--- src/rtl/matrix_loader.sv ---
`default_nettype none
// ============================================================================
// Module   : matrix_loader
// Purpose  : Producer side of the packed NxN matrix interface. Assembles a
//            serial element stream (valid/ready) into operand A, then operand
//            B, and presents both packed buses with mat_valid until accepted.
// Revision : 1.0 - initial release
// ----------------------------------------------------------------------------
// Ports
//   clk        in   system clock, rising edge
//   rst_n      in   asynchronous active-low reset
//   in_data    in   [DW-1:0] stream element
//   in_valid   in   in_data valid
//   in_ready   out  loader accepts an element this cycle (registered)
//   abort      in   synchronous abort of the current load
//   a_out      out  [N*N*DW-1:0] packed A, [0][0] in MSBs, row-major
//   b_out      out  [N*N*DW-1:0] packed B, same packing as a_out
//   mat_valid  out  a_out/b_out hold a complete, new pair
//   mat_ready  in   consumer accepts the pair
//   phase      out  [1:0] 0 = LOAD_A, 1 = LOAD_B, 2 = HOLD
// ----------------------------------------------------------------------------
// Configuration
//   MATRIX_LOADER_COLMAJOR_B_EN : when defined, B elements arrive in
//   column-major order (k-th element lands at row k%N, col k/N). A ordering
//   and output packing are unaffected.
// ============================================================================
module matrix_loader #(
  parameter int DW = 8,
  parameter int N  = 3
) (
  input  logic                clk,
  input  logic                rst_n,
  input  logic [DW-1:0]       in_data,
  input  logic                in_valid,
  output logic                in_ready,
  input  logic                abort,
  output logic [N*N*DW-1:0]   a_out,
  output logic [N*N*DW-1:0]   b_out,
  output logic                mat_valid,
  input  logic                mat_ready,
  output logic [1:0]          phase
);

  localparam int NN = N * N;
  localparam int PW = NN * DW;
  localparam int IW = (NN > 1) ? $clog2(NN) : 1;
  localparam int OW = (PW > 1) ? $clog2(PW) : 1;

  typedef enum logic [1:0] {
    S_LOAD_A = 2'd0,
    S_LOAD_B = 2'd1,
    S_HOLD   = 2'd2
  } state_t;

  state_t          state;
  logic [IW-1:0]   idx;
  logic [PW-1:0]   work_a;
  logic [PW-1:0]   work_b;
  logic [PW-1:0]   a_next;
  logic [PW-1:0]   b_next;
  logic [OW-1:0]   a_off;
  logic [OW-1:0]   b_off;
  logic            xfer;
  logic            last;

  // Slot index within B for the k-th received B element.
  function automatic int b_slot(input int k);
`ifdef MATRIX_LOADER_COLMAJOR_B_EN
    return (k % N) * N + (k / N);
`else
    return k;
`endif
  endfunction

  assign xfer  = in_valid & in_ready;
  assign last  = (idx == IW'(NN - 1));
  assign phase = state;

  // Working registers with the current element merged in. The B version is
  // also what gets copied to b_out on the completing edge, so the final
  // element appears in the output on the same edge that accepts it.
  always_comb begin
    a_off  = OW'((NN - 1 - int'(idx)) * DW);
    b_off  = OW'((NN - 1 - b_slot(int'(idx))) * DW);
    a_next = work_a;
    a_next[a_off +: DW] = in_data;
    b_next = work_b;
    b_next[b_off +: DW] = in_data;
  end

  always_ff @(posedge clk or negedge rst_n) begin
    if (!rst_n) begin
      state     <= S_LOAD_A;
      idx       <= '0;
      work_a    <= '0;
      work_b    <= '0;
      a_out     <= '0;
      b_out     <= '0;
      mat_valid <= 1'b0;
      in_ready  <= 1'b1;
    end else if (abort) begin
      // Abort wins over any simultaneous transfer or acceptance; the data
      // registers are left untouched so the last good pair stays visible.
      state     <= S_LOAD_A;
      idx       <= '0;
      mat_valid <= 1'b0;
      in_ready  <= 1'b1;
    end else begin
      case (state)
        S_LOAD_A: begin
          if (xfer) begin
            work_a <= a_next;
            if (last) begin
              idx   <= '0;
              state <= S_LOAD_B;
            end else begin
              idx <= idx + IW'(1);
            end
          end
        end

        S_LOAD_B: begin
          if (xfer) begin
            work_b <= b_next;
            if (last) begin
              a_out     <= work_a;
              b_out     <= b_next;
              mat_valid <= 1'b1;
              idx       <= '0;
              state     <= S_HOLD;
              in_ready  <= 1'b0;
            end else begin
              idx <= idx + IW'(1);
            end
          end
        end

        S_HOLD: begin
          if (mat_ready) begin
            mat_valid <= 1'b0;
            state     <= S_LOAD_A;
            in_ready  <= 1'b1;
          end
        end

        default: begin
          state     <= S_LOAD_A;
          idx       <= '0;
          mat_valid <= 1'b0;
          in_ready  <= 1'b1;
        end
      endcase
    end
  end

endmodule
`default_nettype wire
--- config.mk ---
export PLATFORM = sky130hd
export DESIGN_NAME = matrix_loader
export DESIGN_NICKNAME = d
export VERILOG_FILES = /design/src/rtl/matrix_loader.sv
export SDC_FILE = /design/constraint.sdc
export NUM_CORES = 1
export LEC_CHECK = 0
export BUFFER_PORTS_ARGS = -buffer_cell sky130_fd_sc_hd__buf_4
export CELL_PAD_IN_SITES_DETAIL_PLACEMENT = 2
export CELL_PAD_IN_SITES_GLOBAL_PLACEMENT = 2
export CORE_AREA = 3 3 193 195
export CTS_CLUSTER_SIZE = 16
export DETAILED_ROUTE_END_ITERATION = 8
export DIE_AREA = 0 0 196 198
export PLACE_DENSITY = 0.72
export REMOVE_ABC_BUFFERS = 1
export SLEW_MARGIN = 20
export SYNTH_ARGS = -nofsm -noshare
export SYNTH_HDL_FRONTEND = slang
export SYNTH_SLANG_ARGS = --single-unit
export TNS_END_PERCENT = 1
--- constraint.sdc ---
create_clock -name clk -period 2.68 [get_ports clk]
set_input_delay 0.67 -clock clk [delete_from_list [all_inputs] [get_ports clk]]
set_output_delay 0.67 -clock clk [all_outputs]
set_load 0.05 [all_outputs]
Yosys cells after proc, flatten, opt, wreduce, memory -nomap -nowiden
Index checks and enable logic that the tools add are counted.
- add/sub/neg operators: 3
- equality and inequality tests: 11
- shifts and indexed selects: 2
- multiplexer cells: 23
- bitwise gates (word level): 2
- reductions and logical operators: 8
- operators with widths (kind ; number):
    bitwise mux 72 bit ; 2
    variable shift 8 x 9 -> 72 bit, first input constant ; 1
    variable part select 8 x 9 -> 72 bit ; 1
    inequality test 3 bit, second input constant ; 5
    two-way mux 2 bit ; 6
    two-way mux 4 bit ; 3
    negation 7 -> 9 bit ; 1
    two-way mux 1 bit ; 8
    case mux 4 bit (2 select lines) ; 1
    AND reduction 4 bit ; 2
    case mux 1 bit (3 select lines) ; 2
    case mux 2 bit (3 select lines) ; 1
    AND reduction 3 bit ; 2
    AND reduction 5 bit ; 1
    adder 4 x 1 -> 4 bit, second input constant ; 1
    == test 4 bit, second input constant ; 1
    inequality test 2 bit, second input constant ; 2
    subtractor 4 bit, first input constant ; 1
    inequality test 3 x 1 -> 1 bit, second input constant ; 1
    == test 2 x 1 -> 1 bit, second input constant ; 1
    == test 2 bit, second input constant ; 1
    logical NOT 2 bit ; 1
    AND reduction 2 bit ; 1
    OR reduction 2 bit ; 1
    2 further kinds ; 2
- register bits after elaboration: 296
- input bits: 13
- output and inout port bits: 148
- word-level logic and storage cells: 57

Logic depth before layout (Yosys ltp)
Gate-level depths: netlist of run 1.
- depth after elaboration: 5
- gate-level depth with buffers: 10

Least setup slack after synthesis of run 1
No wires, ideal clock.
- kind: register -> register
- start point: register idx[0]
- end point: register work_b[48]
- library setup time: 0.125 ns
- arrival time: 2.726 ns
- data required time: 2.555 ns
- slack: -0.171 ns
- cell stages (with the launch flop): 9
- period minus slack after synthesis: 2.851 ns
- cell sequence: dfrtp_1 buf_1 inv_1 ha_1 clkbuf_1 or4b_1 buf_4 a211oi_4 mux2_2
- cells in the longest elaborated chain, start to end: 4
- elaborated cells between the ends (all ways): 5
- RTL lines (element ; RTL line ; RTL):
    from (decl) ; 56 ; logic [IW-1:0] idx;
    from (signal assigned) ; 117 ; idx <= idx + IW'(1);
    from (signal assigned) ; 133 ; idx <= idx + IW'(1);
    subtractor 4 bit (*) ; 84 ; b_off = OW'((NN - 1 - b_slot(int'(idx))) * DW);
    negation 7 -> 9 bit (*) ; 88 ; b_next[b_off +: DW] = in_data;
    variable part select 8 x 9 -> 72 bit or variable shift 8 x 9 -> 72 bit (tied branches) ; 88 ;
    bitwise mux 72 bit (*) ; 88 ;
    to (signal assigned) ; 124 ; work_b <= b_next;
    to (decl) ; 58 ; logic [PW-1:0] work_b;
Every way passes the cells marked *; elsewhere a longest branch is shown, timed or not.
A chain may end at the register's enable or synchronous reset.

Final worst setup path of run 1
- start point: register idx[1]
- end point: register work_b[45]
The elaborated chain is that of the path after synthesis.

==> results.yml, run 1 <==
cts:
  cts-htree-levels: 2
  cts.path.max_buffers: 3
  clkSlewWorstSetupHoldPaths_ps: 60
  post-cts-setup-buffers: 0
  root_buffer: "clkbuf_16"
  holdBufCountCts: 0
  clkLatencyLatePin_ps: 500
  tritoncts: "done"
  cts_buffers: 34
  cts_sinks: 296
routing:
  dr.pass1.iters: 4
  postRouteAntennaNets: 0
  post_drt_wl_per_cell_um: 19.9
  drt_wl_total_um: 34400
  drc: 0
  via_count: 8399
  drt_iter0_drc: 394
  viasPerCell: 4.86
sta:
  hold_viol: 0
  timing_max_transition_violations_final: 0
  fmax_mhz: 392
  setup_slack_ps: 128
  rsz0062_at_grt: "no"
  maxSlewHeadroom_pct: 31.6
  setup-violations-final: 0
  finalCritPeriodShare_pct: 95.2
  fin_crit_ps: 2550
  finalClockSkew_ps: 7.47
  tightest_slew_ps: 1030
global_route:
  grt_overflow: 0
  grt_pass1_wl_um: 55400
  grt_pass1_vias: 9622
  track_usage_pct: 17.9
  grt_antenna_before_repair: 3
  grt_max_degree: 99
floorplanning:
  die_area_mm2: 0.0388
  rows: 69
  io_pins: 161
  coreArea_mm2: 0.0356
  initial_core_util_pct: 33.8
  die_w_um: 196
  die_y_um: 198
final_layout:
  nets: 1259
  drive_gt1_share_pct: 32.8
  layout_common_cells: "nand2_1 (369), dfrtp_1 (295), buf_4 (197)"
  final_common_cell: "nand2_1"
  areaGrowthSynthToFinish_pct: 26.4
  n_antenna_cell: 0
worst_setup_path:
  cp_slowest_cell: "or4b_1"
  ff2ff_setup_slack_ps: 130
  cp_top_family: "simple AND/OR/NAND/NOR gates"
  crit_buf_inv: 2
  crit_type: "register to register"
  crit_path_cell_trace: "inv_1 -> ha_1 -> or4b_1 -> buf_4 -> a211oi_4 -> mux2_2"
  required_ps: 3060
  cp_num_cells: 6
  cp_slowest_stage_delay_ps: 590
  end_kind: "register"
  crit_arrival_ps: 2930
  ff2ff_path_depth: 6
  crit_path_start_kind: "register"
  crit_path_max_fanout: 8
power:
  leakagePower_nw: 8.00
  fin_total_pwr_mw: 10.3
  ir_drop_mv: 0.307
  power_density_mw_per_mm2: 681
synthesis:
  ys_seq_area_share_pct: 61.6
  ys_warn_count: 0
  yosysUniqueCellTypes: 47
  yosysTopAreaCellShare_pct: 61.4
  syn_area_per_cell_um2: 11.3
  yosysTopAreaCell: "dfrtp_1"
  synth_cells: 1065
  yosys-top-cells-area: "dfrtp_1 (61%), mux2_2 (13%), nand2_1 (12%), o21ai_0 (2.2%), mux2i_1 (1.9%)"
  syn_area_mm2: 0.0120
  synth-seq-cells: 296
placement:
  place.gp.congestion: 0.759
  post-dp-hpwl_um: 22600
  place_ws_ps: 115
  io_buffers: 160
hold_path:
  hold_path.class: "primary input to asynchronous set/reset pin"
run_status:
  status: "complete, no violations"
flow_run:
  cap_violations: 0
## sequential cells by signal (all words and copies together) (netlist names)
name,flops
a_out,72
b_out,72
work_a,72
work_b,72
idx,4
phase,2
in_ready,1
mat_valid,1
## cell usage after synthesis, drive strengths merged
cell and number:
a211oi 7, a21bo 1, a21oi 3, a311oi 1
a32o 1, and2 25, and3 14, and3b 1
and4bb 1, buf 9, clkbuf 54, dfrtp 295
dfstp 1, ha 4, inv 5, mux2 143
mux2i 23, nand2 369, nand2b 5, nand3 6
nand3b 1, nand4 2, nand4bb 1, nor2 10
nor2b 2, nor3 6, nor3b 1, nor4 1
nor4bb 1, o211ai 1, o21a 1, o21ai 53
o22a 1, o31a 2, o31ai 2, o41ai 1
or2 3, or4 1, or4b 2, xnor2 2
xnor3 1, xor2 2
## kinds of logic (layout without fill, tap and decap cells)
family / count (synthesis) / count (layout) / synth area share [%]
AO/OA/AOI/OAI: 74 / 74 / 4.17
XOR/XNOR: 5 / 5 / 0.479
adder cells (fa/ha/maj): 4 / 4 / 0.416
AND/OR/NAND/NOR: 452 / 452 / 15.7
buffers and inverters: 68 / 270 / 2.25
flip-flops: 296 / 296 / 61.6
multiplexers: 166 / 166 / 15.3
## area by class of cell
class / count / area [um^2]
flip-flops and latches: 296 / 7410
clock inverters: 10 / 128
multi-input cells: 701 / 4370
well taps: 461 / 577
fillers: 3727 / 20400
inverters: 5 / 18.8
repair buffers: 204 / 1610
clock buffers: 51 / 1080
## routing by layer
layer | up-vias | part of all wire, % | wire length, um | track usage [%]
met2 | 134 | 49 | 17000 | 31.1
met1 | 4366 | 46 | 15700 | 24.1
met4 | 0 | 1.8 | 618 | 3.86
li1 | 3850 | - | - | -
met5 | - | 0 | 0 | 0
met3 | 49 | 3.1 | 1050 | 2.21
## worst paths after layout
path                                            start                     end
worst min-delay path                            rst_n   a_out[50]$_DFFE_PN0P_
min in group clk                            mat_ready    phase[1]$_DFFE_PN0P_
worst max-delay path               idx[1]$_DFFE_PN0P_  work_b[45]$_DFFE_PN0P_
worst max register to register     idx[1]$_DFFE_PN0P_  work_b[45]$_DFFE_PN0P_
max in group asynchronous                       rst_n   a_out[58]$_DFFE_PN0P_
worst min register to register  work_a[7]$_DFFE_PN0P_    a_out[7]$_DFFE_PN0P_
## power by group
| group | internal [mW] | leakage (nW) | total [mW] | switching, mW |
|---|---|---|---|---|
| Combinational | 0.294 | 3.29 | 0.715 | 0.421 |
| Sequential | 4.62 | 4.11 | 4.70 | 0.0815 |
| Clock | 3.07 | 0.599 | 4.93 | 1.86 |
## what timing repair did
action                     in CTS  in global routing
resized for setup               0                  1
hold endpoints to repair        0                  0
setup endpoints to repair       0                 15
## through the flow
stage	std cells	hold slack, ps	setup TNS (ps)	cell area (um^2)	util (%)
6_report	1728	172	0	15200	42.7
4_1_cts	1728	190	0	15200	42.7
3_3_place_gp	1667	444	0	14000	39.3
2_1_floorplan	1002	374	-673350	11800	-
5_1_grt	1728	211	0	15200	42.7
3_5_place_dp	1667	457	0	14000	39.3
No activity file was read; power rests on OpenSTA's default activity.
==> inputs of run 2 (changes only) <==
--- a/config.mk
+++ b/config.mk
@@ -12,7 +12,9 @@
 export CTS_CLUSTER_SIZE = 16
 export DETAILED_ROUTE_END_ITERATION = 8
 export DIE_AREA = 0 0 196 198
+export GPL_TIMING_DRIVEN = 0
 export PLACE_DENSITY = 0.72
+export RECOVER_POWER = 50
 export REMOVE_ABC_BUFFERS = 1
 export SLEW_MARGIN = 20
 export SYNTH_ARGS = -nofsm -noshare
==> constraint.sdc (replaced) <==
create_clock -name clk -period 2.68 [get_ports clk]
set_input_delay 0.67 -clock clk [delete_from_list [all_inputs] [get_ports clk]]
set_output_delay 0.67 -clock clk [all_outputs]
set_load 0.005 [all_outputs]
==> results.yml, run 2 (synthesis gave the netlist of run 1 again) <==
run_status:
  status: "finished with violations"
  violations: "max-capacitance violations, max-slew violations"
cts:
  cts-htree-levels: 2
  cts_buffers: 35
  cts.path.max_buffers: 3
  holdBufCountCts: 0
  clkSlewWorstSetupHoldPaths_ps: 60
  root_buffer: "clkbuf_16"
  clkLatencyLatePin_ps: 510
  cts_sinks: 296
  tritoncts: "done"
final_layout:
  layout_common_cells: "nand2_1 (369), dfrtp_1 (293), mux2_2 (140)"
  final_common_cell: "nand2_1"
  nets: 1255
  n_antenna_cell: 0
  drive_gt1_share_pct: 33.8
  areaGrowthSynthToFinish_pct: 27.6
global_route:
  grt_antenna_before_repair: 2
  track_usage_pct: 18.3
  grt_pass1_vias: 9601
  grt_max_degree: 89
  grt_pass1_wl_um: 55800
  grt_overflow: 0
flow_run:
  cap_violations: 1
worst_setup_path:
  ff2ff_setup_slack_ps: 110
  crit_start: "idx[0]$_DFFE_PN0P_"
  crit_arrival_ps: 2950
  worstReg2RegEnd: "work_a[43]$_DFFE_PN0P_"
  crit_path_max_fanout: 21
  rr_startpoint: "idx[0]$_DFFE_PN0P_"
  crit_type: "register to register"
  ff2ff_path_depth: 6
  required_ps: 3060
  end_kind: "register"
  crit_path_start_kind: "register"
power:
  power_density_mw_per_mm2: 679
  leakagePower_nw: 7.96
  ir_drop_mv: 0.407
routing:
  post_drt_wl_per_cell_um: 20.4
  drc: 0
  drt_wl_total_um: 35200
  viasPerCell: 4.91
  via_count: 8463
  postRouteAntennaNets: 0
  dr.pass1.iters: 4
  drt_iter0_drc: 362
sta:
  fin_crit_ps: 2570
  finalClockSkew_ps: 14.0
  hold_slack_ps: 345
  hold_viol: 0
  finalCritPeriodShare_pct: 95.8
  fmax_mhz: 389
  rsz0062_at_grt: "no"
  tns_ps: 0
  maxSlewHeadroom_pct: -29.4
  timing_max_transition_violations_final: 67
  setup-violations-final: 0
  tightest_slew_ps: 1940
placement:
  io_buffers: 160
  post-dp-hpwl_um: 22700
  place.gp.congestion: 0.730
floorplanning:
  die_y_um: 198
  io_pins: 161
  rows: 69
  coreArea_mm2: 0.0356
  initial_core_util_pct: 33.8
  die_w_um: 196
  die_area_mm2: 0.0388
hold_path:
  hold_end: "phase[1]$_DFFE_PN0P_"
  hold_path_startpoint: "mat_ready"
  hold_path.class: "primary input to register"
  holdPathStages: 2
run 2: worst max-delay path: stages, from the launching register on:
cell and delay, ps:
dfrtp_4 500, inv_2 110, ha_4 290, or4b_4 690, a211oi_4 290, buf_4 210
mux2_2 340
run 2: how the worst max path moves through the flow:
| stage | end |
|---|---|
| after global placement | a_out[64]$_DFFE_PN0P_ |
| after floorplan | b_out[71]$_DFFE_PN0P_ |
| after CTS | work_a[61]$_DFFE_PN0P_ |
| after detailed placement | work_a[67]$_DFFE_PN0P_ |
| final | work_a[43]$_DFFE_PN0P_ |
| after global routing | work_a[42]$_DFFE_PN0P_ |
run 2: repair_timing:
item                                   4_1_cts  5_1_grt
pin swaps                                    8        2
resized for setup                           31        0
setup buffers                               12        6
endpoints found under the hold margin        0        0
setup endpoints to repair                  290      109
cloned                                       1        1
run 2: layer usage:
layer  wire, um  part of all wire [%]  GRT usage [%]
met2      17500                    50           31.6
met4        702                   2.0           4.09
met1      15300                    44           24.0
met5          0                     0              0
met3       1620                   4.6           3.47
run 2: final cells by class:
| type | instances | area (um^2) |
|---|---|---|
| clock buffers | 46 | 1020 |
| clock inverters | 15 | 184 |
| fillers | 3682 | 20200 |
| inverters | 5 | 18.8 |
| multi-input cells | 703 | 4480 |
| flip-flops and latches | 296 | 7410 |
| well taps | 461 | 577 |
| repair buffers | 197 | 1640 |
run 2: report_power, final:
group | internal [mW] | total [mW] | switching, mW
Clock | 3.06 | 4.95 | 1.89
Sequential | 4.62 | 4.71 | 0.0888
Combinational | 0.302 | 0.750 | 0.448
Total | 7.99 | 10.4 | 2.43
run 2: per-stage QoR:
step / setup slack, ps / std cells / util [%] / total power [mW] / cell area (um^2)
3_3_place_gp: -11630 / 1623 / 38.1 / 5.41 / 13500
3_5_place_dp: -1600 / 1642 / 38.9 / 5.47 / 13800
2_1_floorplan: -5090 / 1002 / - / 5.15 / 11800
5_1_grt: 1.60 / 1723 / 43.1 / 10.9 / 15300
4_1_cts: 58.1 / 1716 / 43.1 / 10.6 / 15300
6_report: 111 / 1723 / 43.1 / 10.4 / 15300
==> inputs of run 3 (changes only) <==
--- a/config.mk
+++ b/config.mk
@@ -5,15 +5,14 @@
 export SDC_FILE = /design/constraint.sdc
 export NUM_CORES = 1
 export LEC_CHECK = 0
-export BUFFER_PORTS_ARGS = -buffer_cell sky130_fd_sc_hd__buf_4
 export CELL_PAD_IN_SITES_DETAIL_PLACEMENT = 2
 export CELL_PAD_IN_SITES_GLOBAL_PLACEMENT = 2
-export CORE_AREA = 3 3 193 195
+export CORE_AREA = 3 3 210 161
 export CTS_CLUSTER_SIZE = 16
 export DETAILED_ROUTE_END_ITERATION = 8
-export DIE_AREA = 0 0 196 198
-export GPL_TIMING_DRIVEN = 0
-export PLACE_DENSITY = 0.72
+export DIE_AREA = 0 0 213 164
+export DONT_BUFFER_PORTS = 1
+export PLACE_DENSITY = 0.73
 export RECOVER_POWER = 50
 export REMOVE_ABC_BUFFERS = 1
 export SLEW_MARGIN = 20
==> results.yml, run 3 (synthesis gave the netlist of run 1 again) <==
power:
  power_density_mw_per_mm2: 710
  internal-power_mw: 7.51
  p_sw_share_pct: 22.3
  leakagePower_nw: 6.96
  p_comb_share_pct: 5.7
  pwr-share-clk_pct: 45.4
  p_sw_mw: 2.15
  ir_drop_mv: 0.357
  sequentialPowerShare_pct: 48.8
global_route:
  track_usage_pct: 18.6
  grt_overflow: 0
  grt_max_degree: 297
  grt_antenna_before_repair: 3
  grt_pass1_vias: 8509
  grt_pass1_wl_um: 50900
cts:
  clkSlewWorstSetupHoldPaths_ps: 70
  cts-htree-levels: 1
  clkLatencyLatePin_ps: 560
  post-cts-setup-buffers: 0
  cts_buffers: 31
  cts_sinks: 296
  root_buffer: "clkbuf_16"
  tritoncts: "done"
  cts.path.max_buffers: 3
final_layout:
  regArea_mm2: 0.00741
  n_fill_cell: 3319
  multiInputGateArea_mm2: 0.00437
  nets: 1083
  n_antenna_cell: 0
  layout_common_cells: "nand2_1 (369), dfrtp_1 (295), mux2_2 (140)"
  areaGrowthSynthToFinish_pct: 13.2
  fin_util_pct: 42.5
  final_common_cell: "nand2_1"
  drive_gt1_share_pct: 22.0
  finalInstanceArea_mm2: 0.0136
sta:
  rsz0062_at_grt: "no"
  hold_viol: 105
  tightest_slew_ps: 1270
  hold_slack_ps: -190
  setup-violations-final: 0
  maxSlewHeadroom_pct: 15.6
  finalClockSkew_ps: 15.4
  finalCritPeriodShare_pct: 94.2
  fmax_mhz: 396
  timing_max_transition_violations_final: 0
  setup_slack_ps: 154
  fin_crit_ps: 2530
worst_setup_path:
  rr_startpoint: "idx[0]$_DFFE_PN0P_"
  ff2ff_path_depth: 8
  crit_start: "idx[0]$_DFFE_PN0P_"
  crit_type: "register to register"
  required_ps: 3120
  crit_path_start_kind: "register"
  crit_arrival_ps: 2970
  crit_path_max_fanout: 12
  end_kind: "register"
routing:
  post_drt_wl_per_cell_um: 21.3
  viasPerCell: 5.11
  drc: 0
  drt_wl_total_um: 32000
  via_count: 7669
  drt_iter0_drc: 388
  postRouteAntennaNets: 0
  dr.pass1.iters: 4
placement:
  place_ws_ps: 107
  place.gp.congestion: 0.730
  io_buffers: 0
  post-dp-hpwl_um: 20200
  postPlaceCellArea_mm2: 0.0126
floorplanning:
  coreArea_mm2: 0.0320
  die_w_um: 213
  io_pins: 161
  initial_core_util_pct: 37.5
  die_area_mm2: 0.0349
  die_y_um: 164
  rows: 57
run_status:
  violations: "negative hold slack"
  status: "finished with violations"
hold_path:
  hold_path.class: "primary input to asynchronous set/reset pin"
flow_run:
  cap_violations: 0
run 3: changes by cell type in the layout (fill, tap and decap cells not counted), moves of 4 or more:
cell	previous run	this run
buf_6	5	0
clkbuf_16	37	31
buf_16	4	0
buf_4	107	29
clkbuf_4	66	0
clkinv_2	8	4
buf_12	7	2
run 3: through the flow:
stage | std cells | TNS [ps] | hold WS, ps | total power, mW
finish | 1501 | 0 | -190 | 9.66
global route | 1501 | 0 | -232 | 10.1
CTS | 1501 | 0 | -228 | 9.82
detailed placement | 1446 | 0 | 383 | 5.36
global placement | 1446 | 0 | 382 | 5.32
floorplan | 1002 | -673370 | 374 | 5.15
run 3: worst max-delay path, cell delays in order, from the launching register on:
cell      delay, ps
dfrtp_1         380
inv_1           120
ha_1            200
buf_4           190
or4b_1          530
buf_4           220
a211oi_4        200
buf_4           220
mux2_2          350
run 3: what timing repair did:
item | in CTS | in global routing
endpoints found under the setup margin | 0 | 64
gates resized for setup | 0 | 7
hold endpoints to repair | 296 | 296
run 3: worst paths after layout:
check / to / slack, ps
min in group clk: phase[0]$_DFFE_PN0P_ / 170
max reg2reg: work_b[55]$_DFFE_PN0P_ / 150
max in group asynchronous: a_out[33]$_DFFE_PN0P_ / 1850
max: work_b[55]$_DFFE_PN0P_ / 150
min reg2reg: b_out[27]$_DFFE_PN0P_ / 470
min: b_out[22]$_DFFE_PN0P_ / -190
run 3: power groups by stage:
stage | Sequential [mW] | Combinational [mW] | Clock, mW
5_1_grt | 4.73 | 0.616 | 4.72
6_report | 4.72 | 0.556 | 4.39
2_1_floorplan | 4.77 | 0.382 | 0
4_1_cts | 4.72 | 0.562 | 4.54
3_3_place_gp | 4.79 | 0.533 | 0
3_5_place_dp | 4.80 | 0.561 | 0
run 3: area by class of cell:
type | count | area share (%)
flip-flops and latches | 296 | 54.4
multi-input cells | 701 | 32.1
clock buffers | 47 | 6.73
well taps | 413 | 3.80
repair buffers | 31 | 1.89
clock inverters | 8 | 0.873
inverters | 5 | 0.138
run 3: routing by layer:
layer  routed length, um  up-vias  track usage [%]
met5                   0        -                0
met2               14500      140             29.4
li1                    -     3509                -
met1               14900     3988             25.9
met3                2080       32             5.38
met4                 499        0             3.29
